### src/rtl/lattice_readout_if.sv
// lattice_readout_if: pixel stream handshake between the lattice readout and the display path.
// The readout drives pixel data and coordinates; the sink drives ready.
interface lattice_readout_if;
  logic       pixel_valid_out;
  logic       pixel_ready_in;
  logic [7:0] pixel_data_out;
  logic [7:0] pixel_x_out;
  logic [7:0] pixel_y_out;

  modport master (
    output pixel_valid_out,
    output pixel_data_out,
    output pixel_x_out,
    output pixel_y_out,
    input  pixel_ready_in
  );

  modport slave (
    input  pixel_valid_out,
    input  pixel_data_out,
    input  pixel_x_out,
    input  pixel_y_out,
    output pixel_ready_in
  );
endinterface

### src/rtl/lattice_readout.sv
// lattice_readout: raster readout of the LBM lattice BRAM into an 8-bit pixel stream.
// Credit-gated BRAM reads feed a compute stage that writes straight into a FWFT FIFO.
module lattice_readout #(
  parameter int BRAM_DEPTH   = 31570,
  parameter int GRID_WIDTH   = 205,
  parameter int BRAM_LATENCY = 2,
  parameter int FIFO_DEPTH   = 4
) (
  input  logic                          clk_in,
  input  logic                          rst_in,
  input  logic                          start_in,
  input  logic [1:0]                    mode_in,
  input  logic [8:0][7:0]               bram_data_in,
  output logic [$clog2(BRAM_DEPTH)-1:0] addr_out,
  output logic                          busy_out,
  output logic                          done_out,
  lattice_readout_if.master             pix
);

  localparam int AW          = $clog2(BRAM_DEPTH);
  localparam int GRID_HEIGHT = BRAM_DEPTH / GRID_WIDTH;
  localparam int PW          = $clog2(FIFO_DEPTH);
  localparam int CW          = $clog2(FIFO_DEPTH + BRAM_LATENCY + 2) + 1;

  localparam logic [AW-1:0] LAST_ADDR = AW'(BRAM_DEPTH - 1);
  localparam logic [7:0]    LAST_X    = 8'(GRID_WIDTH - 1);
  localparam logic [7:0]    LAST_Y    = 8'(GRID_HEIGHT - 1);
  localparam logic [PW-1:0] LAST_PTR  = PW'(FIFO_DEPTH - 1);
  localparam logic [CW-1:0] FIFO_CAP  = CW'(FIFO_DEPTH);

  typedef enum logic [1:0] {
    S_IDLE,
    S_ISSUE,
    S_DRAIN
  } state_t;

  state_t                  state_q, state_d;
  logic [AW-1:0]           addr_q, addr_d;
  logic                    rd_v_q, rd_v_d;
  logic [BRAM_LATENCY-1:0] vsr_q, vsr_d;
  logic [1:0]              mode_q, mode_d;
  logic                    done_q, done_d;
  logic [7:0]              wx_q, wx_d;
  logic [7:0]              wy_q, wy_d;
  logic [PW-1:0]           wr_ptr_q, wr_ptr_d;
  logic [PW-1:0]           rd_ptr_q, rd_ptr_d;
  logic [CW-1:0]           occ_q, occ_d;

  logic [7:0] mem_pix_q [FIFO_DEPTH];
  logic [7:0] mem_x_q   [FIFO_DEPTH];
  logic [7:0] mem_y_q   [FIFO_DEPTH];

  logic          start_ok;
  logic          push;
  logic          pop;
  logic          valid;
  logic          last_pop;
  logic          credit_ok;
  logic [CW-1:0] inflight;
  logic [7:0]    head_pix;
  logic [7:0]    head_x;
  logic [7:0]    head_y;
  logic [7:0]    pix_d;

  logic [11:0]        sum;
  logic [9:0]         pos;
  logic [9:0]         neg;
  logic signed [11:0] ux;
  logic signed [11:0] pv;

  assign valid    = (occ_q != '0);
  assign head_pix = mem_pix_q[rd_ptr_q];
  assign head_x   = mem_x_q[rd_ptr_q];
  assign head_y   = mem_y_q[rd_ptr_q];
  assign push     = vsr_q[BRAM_LATENCY-1];
  assign pop      = valid & pix.pixel_ready_in;
  assign last_pop = pop & (head_x == LAST_X) & (head_y == LAST_Y);
  assign start_ok = start_in & ~busy_out;

  always_ff @(posedge clk_in) begin
    if (rst_in) begin
      state_q  <= S_IDLE;
      addr_q   <= '0;
      rd_v_q   <= 1'b0;
      vsr_q    <= '0;
      mode_q   <= 2'b00;
      done_q   <= 1'b0;
      wx_q     <= '0;
      wy_q     <= '0;
      wr_ptr_q <= '0;
      rd_ptr_q <= '0;
      occ_q    <= '0;
    end else begin
      state_q  <= state_d;
      addr_q   <= addr_d;
      rd_v_q   <= rd_v_d;
      vsr_q    <= vsr_d;
      mode_q   <= mode_d;
      done_q   <= done_d;
      wx_q     <= wx_d;
      wy_q     <= wy_d;
      wr_ptr_q <= wr_ptr_d;
      rd_ptr_q <= rd_ptr_d;
      occ_q    <= occ_d;
    end
  end

  // Compute stage: the FIFO entry itself is the registered pixel result
  always_ff @(posedge clk_in) begin
    if (push) begin
      mem_pix_q[wr_ptr_q] <= pix_d;
      mem_x_q[wr_ptr_q]   <= wx_q;
      mem_y_q[wr_ptr_q]   <= wy_q;
    end
  end

  always_comb begin
    sum = '0;
    for (int i = 0; i < 9; i++) begin
      sum = sum + 12'(bram_data_in[i]);
    end
    pos = 10'(bram_data_in[2]) + 10'(bram_data_in[3])
        + 10'(bram_data_in[4]);
    neg = 10'(bram_data_in[6]) + 10'(bram_data_in[7])
        + 10'(bram_data_in[8]);
    ux  = $signed(12'(pos)) - $signed(12'(neg));
    pv  = 12'sd128 + (ux >>> 2);
    pix_d = '0;
    unique case (mode_q)
      2'b00:   pix_d = (sum > 12'd255) ? 8'hff : sum[7:0];
      2'b01:   pix_d = pv[11] ? 8'h00
                     : (pv > 12'sd255) ? 8'hff : pv[7:0];
      2'b10:   pix_d = bram_data_in[3];
      default: pix_d = bram_data_in[0];
    endcase
  end

  always_comb begin
    occ_d    = occ_q;
    wr_ptr_d = wr_ptr_q;
    rd_ptr_d = rd_ptr_q;
    wx_d     = wx_q;
    wy_d     = wy_q;
    if (push & ~pop) begin
      occ_d = occ_q + 1'b1;
    end else if (~push & pop) begin
      occ_d = occ_q - 1'b1;
    end
    if (push) begin
      wr_ptr_d = (wr_ptr_q == LAST_PTR) ? '0 : wr_ptr_q + 1'b1;
      if (wx_q == LAST_X) begin
        wx_d = '0;
        wy_d = wy_q + 1'b1;
      end else begin
        wx_d = wx_q + 1'b1;
      end
    end
    if (pop) begin
      rd_ptr_d = (rd_ptr_q == LAST_PTR) ? '0 : rd_ptr_q + 1'b1;
    end
    if (start_ok) begin
      wx_d = '0;
      wy_d = '0;
    end
  end

  // Reads still in the pipe after this edge must all find a FIFO slot
  always_comb begin
    vsr_d    = (vsr_q << 1) | BRAM_LATENCY'(rd_v_q);
    inflight = '0;
    for (int i = 0; i < BRAM_LATENCY; i++) begin
      inflight = inflight + CW'(vsr_d[i]);
    end
    credit_ok = (occ_d + inflight) < FIFO_CAP;
  end

  always_comb begin
    addr_d = addr_q;
    rd_v_d = 1'b0;
    mode_d = mode_q;
    done_d = (state_q == S_DRAIN) & last_pop;
    if (start_ok) begin
      addr_d = '0;
      rd_v_d = 1'b1;
      mode_d = mode_in;
    end else if ((state_q == S_ISSUE) && (addr_q != LAST_ADDR)
                 && credit_ok) begin
      addr_d = addr_q + 1'b1;
      rd_v_d = 1'b1;
    end
  end

  always_comb begin
    state_d = state_q;
    unique case (state_q)
      S_IDLE:  if (start_ok) state_d = S_ISSUE;
      S_ISSUE: if (addr_q == LAST_ADDR) state_d = S_DRAIN;
      S_DRAIN: if (last_pop) state_d = S_IDLE;
      default: state_d = S_IDLE;
    endcase
  end

  // done_q keeps the block busy for its pulse so a coincident start is dropped
  always_comb begin
    busy_out            = (state_q != S_IDLE) | done_q;
    done_out            = done_q;
    addr_out            = addr_q;
    pix.pixel_valid_out = valid;
    pix.pixel_data_out  = valid ? head_pix : '0;
    pix.pixel_x_out     = valid ? head_x : '0;
    pix.pixel_y_out     = valid ? head_y : '0;
  end

endmodule

### src/flat_wrapper.sv
// flat-port wrapper written by rule: the top's interface ports become plain ports
module lattice_readout_flat 
#(
  parameter int BRAM_DEPTH   = 31570,
  parameter int GRID_WIDTH   = 205,
  parameter int BRAM_LATENCY = 2,
  parameter int FIFO_DEPTH   = 4
)
  (clk_in, rst_in, start_in, mode_in, bram_data_in, addr_out, busy_out, done_out, pix_pixel_valid_out, pix_pixel_data_out, pix_pixel_x_out, pix_pixel_y_out, pix_pixel_ready_in);
  lattice_readout_if pix_i ();
  input  logic clk_in;
  input  logic rst_in;
  input  logic start_in;
  input  logic [1:0] mode_in;
  input  logic [8:0][7:0] bram_data_in;
  output logic [$clog2(BRAM_DEPTH)-1:0] addr_out;
  output logic busy_out;
  output logic done_out;
  output wire logic [$bits(pix_i.pixel_valid_out)-1:0] pix_pixel_valid_out;
  output wire logic [$bits(pix_i.pixel_data_out)-1:0] pix_pixel_data_out;
  output wire logic [$bits(pix_i.pixel_x_out)-1:0] pix_pixel_x_out;
  output wire logic [$bits(pix_i.pixel_y_out)-1:0] pix_pixel_y_out;
  input wire logic [$bits(pix_i.pixel_ready_in)-1:0] pix_pixel_ready_in;
  assign pix_pixel_valid_out = pix_i.pixel_valid_out;
  assign pix_pixel_data_out = pix_i.pixel_data_out;
  assign pix_pixel_x_out = pix_i.pixel_x_out;
  assign pix_pixel_y_out = pix_i.pixel_y_out;
  assign pix_i.pixel_ready_in = pix_pixel_ready_in;
  lattice_readout #(.BRAM_DEPTH(BRAM_DEPTH), .GRID_WIDTH(GRID_WIDTH), .BRAM_LATENCY(BRAM_LATENCY), .FIFO_DEPTH(FIFO_DEPTH)) u_core (.clk_in(clk_in), .rst_in(rst_in), .start_in(start_in), .mode_in(mode_in), .bram_data_in(bram_data_in), .addr_out(addr_out), .busy_out(busy_out), .done_out(done_out), .pix(pix_i));
endmodule
### config.mk
export PLATFORM = sky130hd
export DESIGN_NAME = lattice_readout_flat
export DESIGN_NICKNAME = d
export VERILOG_FILES = /design/src/rtl/lattice_readout_if.sv /design/src/rtl/lattice_readout.sv /design/src/flat_wrapper.sv
export SDC_FILE = /design/constraint.sdc
export NUM_CORES = 1
export LEC_CHECK = 0
export ABC_AREA = 0
export BUFFER_PORTS_ARGS = -buffer_cell sky130_fd_sc_hd__buf_2
export CORE_ASPECT_RATIO = 1.75
export CORE_MARGIN = 1.5
export CORE_UTILIZATION = 32
export DETAILED_ROUTE_END_ITERATION = 10
export PLACE_DENSITY_LB_ADDON = 0.15
export RECOVER_POWER = 25
export SLEW_MARGIN = 20
export SYNTH_ARGS = -nofsm -noshare
export SYNTH_HDL_FRONTEND = slang
export SYNTH_SLANG_ARGS = --single-unit
### constraint.sdc
create_clock -name clk_in -period 6.05 [get_ports clk_in]
set_clock_uncertainty 0.1 [all_clocks]
set_input_delay 0.605 -clock clk_in [delete_from_list [all_inputs] [get_ports clk_in]]
set_output_delay 0.605 -clock clk_in [all_outputs]
set_load 0.05 [all_outputs]
### Yosys cells after proc, flatten, opt, wreduce, memory -nomap -nowiden

Memories as Yosys holds them, arrays and structs flattened. A register that Yosys moved wholly into a read port is not among the register bits.
Cells that the tools add are included.
W data, S select, Z words.

* memories: 3
* register bits: 47
* output and inout port bits: 42
* RAM bits: 96
* logic and storage cells: 101

* reductions and logical operators: 9
* $add $sub $neg: 23
* mux-type cells: 26
* eq/ne operators: 14
* bitwise operators: 12
* order comparisons: 3

Memories
* u_core.mem_pix_q: depth 4, width 8, rd ports 1, clocked after memory_dff 1, write ports 1, line lattice_readout.sv:49 `logic [7:0] mem_pix_q [FIFO_DEPTH];`
* u_core.mem_x_q: depth 4, width 8, rd ports 1, clocked after memory_dff 1, write ports 1, line lattice_readout.sv:50 `logic [7:0] mem_x_q [FIFO_DEPTH];`
* u_core.mem_y_q: depth 4, width 8, rd ports 1, clocked after memory_dff 1, write ports 1, line lattice_readout.sv:51 `logic [7:0] mem_y_q [FIFO_DEPTH];`

Operators by type and width (count)
* $add A12 B8 Y12: 7
* $mux W8: 7
* $add A8 B8 Y9: 3
* $eq A8 B8 Y1 const B: 3
* $pmux W8 S3: 1
* $mux W2: 11
* $add A10 B8 Y10: 2
* $add A8 B1 Y8 const B: 2
* $add A15 B1 Y15 const B: 1
* $eq A15 B15 Y1 const B: 1
* $ne A15 B15 Y1 const B: 1
* $gt A12 B8 Y1 const B: 1
* $gt A12 B9 Y1 const B: 1
* $sub A10 B10 Y11: 1
* $add A9 B9 Y10 const A: 1
* $eq A2 B2 Y1 const B: 4
* $mux W4: 2
* $and A1 B1 Y1: 7
* $pmux W2 S3: 1
* $add A2 B1 Y2 const B: 2
* $add A4 B1 Y4 const B: 1
* $add A4 B4 Y4: 1
* $eq A2 B1 Y1 const B: 2
* $logic_not A2 Y1: 2
* other kinds (15): 22

### Depth between registers and ports, before layout

* depth after elaboration: 11
* mapped depth: 22

### Worst setup path after synthesis

OpenSTA, ideal clock, no wires.

* path kind: input to register
* from: in bram_data_in[0] (netlist name)
* to: mem u_core.mem_pix_q[0][0] (data pin)
* arrival: 5326 ps
* required time: 5651 ps
* cell stages on the path: 21
* setup slack: 325 ps
* path buffers: 0
* library setup time: 299 ps
* cell sequence: ha_1 inv_1 fa_1 nor2b_1 o21ai_0 nand2b_1 a21o_1 a21oi_1 xnor2_1 fa_1 inv_1 fa_1 fa_1 fa_1 inv_1 ha_1 nand2_1 a2bb2oi_1 o31a_1 nor3_1 a222oi_1

* cells in the longest elaborated chain, start to end: 11

Ends and longest elaborated chain
* from (decl): line flat_wrapper.sv:15 `input logic [8:0][7:0] bram_data_in;`
* $add A8 B8 Y9: line lattice_readout.sv:120 `sum = sum + 12'(bram_data_in[i]);`
* $add A12 B8 Y12 (7 in a row): line lattice_readout.sv:120
* $gt A12 B8 Y1: line lattice_readout.sv:130 `2'b00: pix_d = (sum > 12'd255) ? 8'hff : sum[7:0];`
* $mux W8: line lattice_readout.sv:130
* $pmux W8 S3 (*): line lattice_readout.sv:129 `unique case (mode_q)`
* named net u_core.pix_d[0]: line lattice_readout.sv:63 `logic [7:0] pix_d;`
* to (decl): line lattice_readout.sv:49

Mark *: on every way through the listed nets, which the timed path passes. The rest lies on a longest branch.

### Worst setup path in the final report

* from: in bram_data_in[0] (netlist name)
* to: mem u_core.mem_pix_q[0][6] (data pin)

* cells in the longest elaborated chain, start to end: 11

Ends and longest elaborated chain (line)
* $add A8 B8 Y9 (*): lattice_readout.sv:120
* $add A12 B8 Y12 (*) (7 in a row): lattice_readout.sv:120
* $gt A12 B8 Y1: lattice_readout.sv:130
* $mux W8 (*): lattice_readout.sv:130
* $pmux W8 S3 (*): lattice_readout.sv:129
* named net u_core.pix_d[6]: lattice_readout.sv:63

Marked as above.

==> metrics.yaml <==
routabilityCongestion: 0.833
pwr-share-comb_pct: 58.1
synth_compound_area_share_pct: 9.50
clock-root-buffer: "clkbuf_16"
status: "complete, no violations"
hold_buffers: 0
ys_top_cells_by_area: "edfxtp_1 29%, fa_1 10%, dfxtp_1 9.9%"
ys_types: 68
die_w_microns: 136
worst_pin_slew_ns: 0.876
post-route-min-period_ns: 5.74
grt_overflow_total: 0
cts_made_buffers: 17
dieArea_sq_um: 32200
initial_utilization_pct: 32.4
wl_per_cell_microns: 17.7
stdcell_count: 1452
area_growth_syn_to_layout_pct: 18.4
synth_mux_area_share_pct: 7.24
fp.dieH_microns: 236
cts_tree: "built"
synthesis.area_sq_um: 9960
drt-vias-per-instance: 4.88
yosysTopAreaCell: "edfxtp_1"
drc: 0
worstPathRequired_ns: 6.11
path_max_fanout: 6
drt-initial-drc-count: 285
vdd_drop_max_mv: 0.293
syn_inst: 900
drt_pass1_iterations: 4
rows: 85
io_buffers: 119
pin_count: 120
async_reset_ff_share_pct: 0
worstPathArrival_ns: 5.80
maxSlewHeadroom_pct: 41.5
synth_seq_cells: 145
fillers: 3042
grt_max_degree: 29
hp-class: "primary input to register"
switching_share_pct: 42.0
yosys_warnings: 0
setup_viol: 0
cts.path.max_buffers: 2
synth_fa_ha_area_share_pct: 20.0
core_region_area_sq_um: 30700
synth_top_family_by_area: "adder cells"
synth_nets: 1106
dp_hpwl_mm: 20.7
worstSetupPathType: "primary input to register"
period_share_pct: 94.9
start_kind: "primary input"
hold_viol: 0
synth_edf_count: 96
rsz0062_at_grt: "false"
grt_usage_pct: 16.7
drv_slew: 0
antenna_cells: 0
synthTopCellsByCount: "102 x inv_1, 96 x edfxtp_1, 76 x ha_1, 56 x nor2_1"
clkPwrFrac_pct: 20.0
postSynthAreaPerCell_sq_um: 11.1
grt_pass1_wl_mm: 40.1
synth-simple-area-share_pct: 14.9
synth_top_area_share_pct: 29.0
p_int_mw: 3.13
p_sw_mw: 2.26
pwr-share-seq_pct: 21.9
ant_nets: 0
antenna_found_initial: 0
insertion_delay_ns: 0.43
end_kind: "register"
dp_cells: 1418
hold_slack_ns: 0.362
vias: 7086
power.leakage_nw: 4.82
drv_cap: 0
yosysSeqAreaShare_pct: 38.8
power_density_nw_per_um2: 457
synth.most_common_cell: "inv_1"
h-tree-depth: 4
grt_pass1_vias: 7422
final_nets: 1254
layout-drive-gt1-share_pct: 20.5
max_freq_mhz: 174
wl_mm: 25.6
cts_sinks: 145
path_clk_slew_ns: 0.06
synth_xor_area_share_pct: 4.75
synth-main-ff-cell: "edfxtp_1"
==> layout make-up <==
type	count	area [sq um]	area share, %
multi-input cells	633	5630	47.7
inverters	102	383	3.25
flip-flops and latches	145	3860	32.8
well taps	391	489	4.15
clock buffers	18	429	3.64
clock inverters	14	178	1.51
repair buffers	149	818	6.94
==> flip-flops by register name, indices dropped and copies added, names as in the netlist, 4 cells and up, named ones only <==
signal and flops:
u_core.mem_pix_q 32, u_core.addr_out 15, u_core.wx_q 8, u_core.occ_q 4, u_core.wy_q 8, u_core.mem_x_q 32, u_core.mem_y_q 32
==> cell usage in the layout, fill, tap and decap left out, drive strengths merged, types with 6 or more instances in the layout <==
cell type	count
nand2b	16
mux4	24
ha	76
xor2	18
nor3	21
xnor2	36
nor2b	14
fa	52
inv	106
and2	34
dfxtp	49
clkinv	7
nand2	52
a21boi	8
nor2	56
buf	147
o21ai	16
and3	6
nand4	19
clkbuf	20
a21oi	37
o21a	6
mux2i	18
or3	7
edfxtp	96
nand3	16
a211oi	7
a21o	12
==> power by group through the flow <==
stage                     clock [mW]  sequential, mW  combinational, mW
final                           1.08            1.18               3.13
after global routing            1.14            1.19               3.51
after CTS                       1.10            1.18               3.18
after detailed placement           0            1.20               3.17
after global placement             0            1.20               3.15
after floorplan                    0            1.19               2.21
==> worst paths after layout <==
| path | slack (ns) | end | cells after the start | start |
|---|---|---|---|---|
| hold reg to reg | 0.37 | u_core.vsr_q[1] | 1 | u_core.vsr_q[0] |
| hold / removal | 0.36 | u_core.mode_q[0] | 3 | mode_in[0] |
| setup / recovery | 0.31 | u_core.mem_pix_q[0][6] | 22 | bram_data_in[0] |
| setup reg to reg | 1.66 | u_core.addr_out[1] | 12 | u_core.occ_q[0] |
==> cells by family (layout without fill, tap and decap cells) <==
logic type	count (synthesis)	after routing
AND/OR/NAND/NOR	275	275
flip-flops	145	145
AO/OA/AOI/OAI	134	134
adder cells (fa/ha/maj)	128	128
buffers and inverters	122	283
XOR/XNOR	54	54
multiplexers	42	42
==> per-stage QoR <==
| step | total power, mW | setup WS, ns | util [%] | setup TNS (ns) | area (sq um) |
|---|---|---|---|---|---|
| finish | 5.39 | 0.306 | 38.3 | 0 | 11800 |
| global route | 5.84 | 0.0571 | 38.3 | 0 | 11800 |
| CTS | 5.46 | 0.209 | 38.3 | 0 | 11800 |
| detailed placement | 4.37 | -0.232 | 36.3 | -4.22 | 11200 |
| global placement | 4.35 | -0.160 | 36.3 | -2.76 | 11200 |
| floorplan | 3.40 | 0.325 | - | 0 | 9960 |
==> routing by layer <==
| layer | vias up | routed length (microns) | track usage, % |
|---|---|---|---|
| met4 | 0 | 655 | 5.96 |
| met5 | - | 0 | 0 |
| li1 | 3523 | - | - |
| met1 | 3413 | 9280 | 16.4 |
| met3 | 34 | 566 | 2.45 |
| met2 | 116 | 15100 | 33.9 |
==> critical path, stage by stage <==
cell	delay, ns
buf_2	0.11
ha_1	0.20
buf_4	0.13
a21o_1	0.21
a21oi_1	0.20
nor2b_1	0.07
o21a_1	0.22
o41a_1	0.34
xor2_1	0.16
fa_1	0.49
inv_1	0.06
fa_1	0.50
fa_1	0.53
fa_1	0.55
inv_1	0.04
ha_1	0.31
nor2_1	0.05
a21oi_1	0.11
o31a_1	0.18
nor3_1	0.06
buf_4	0.20
a222oi_1	0.48
==> repair_timing <==
item	in CTS	in global routing
setup buffers	0	2
endpoints found under the setup margin	0	12
resized for setup	0	2
Note: power is estimated with default switching activity, not from simulation.
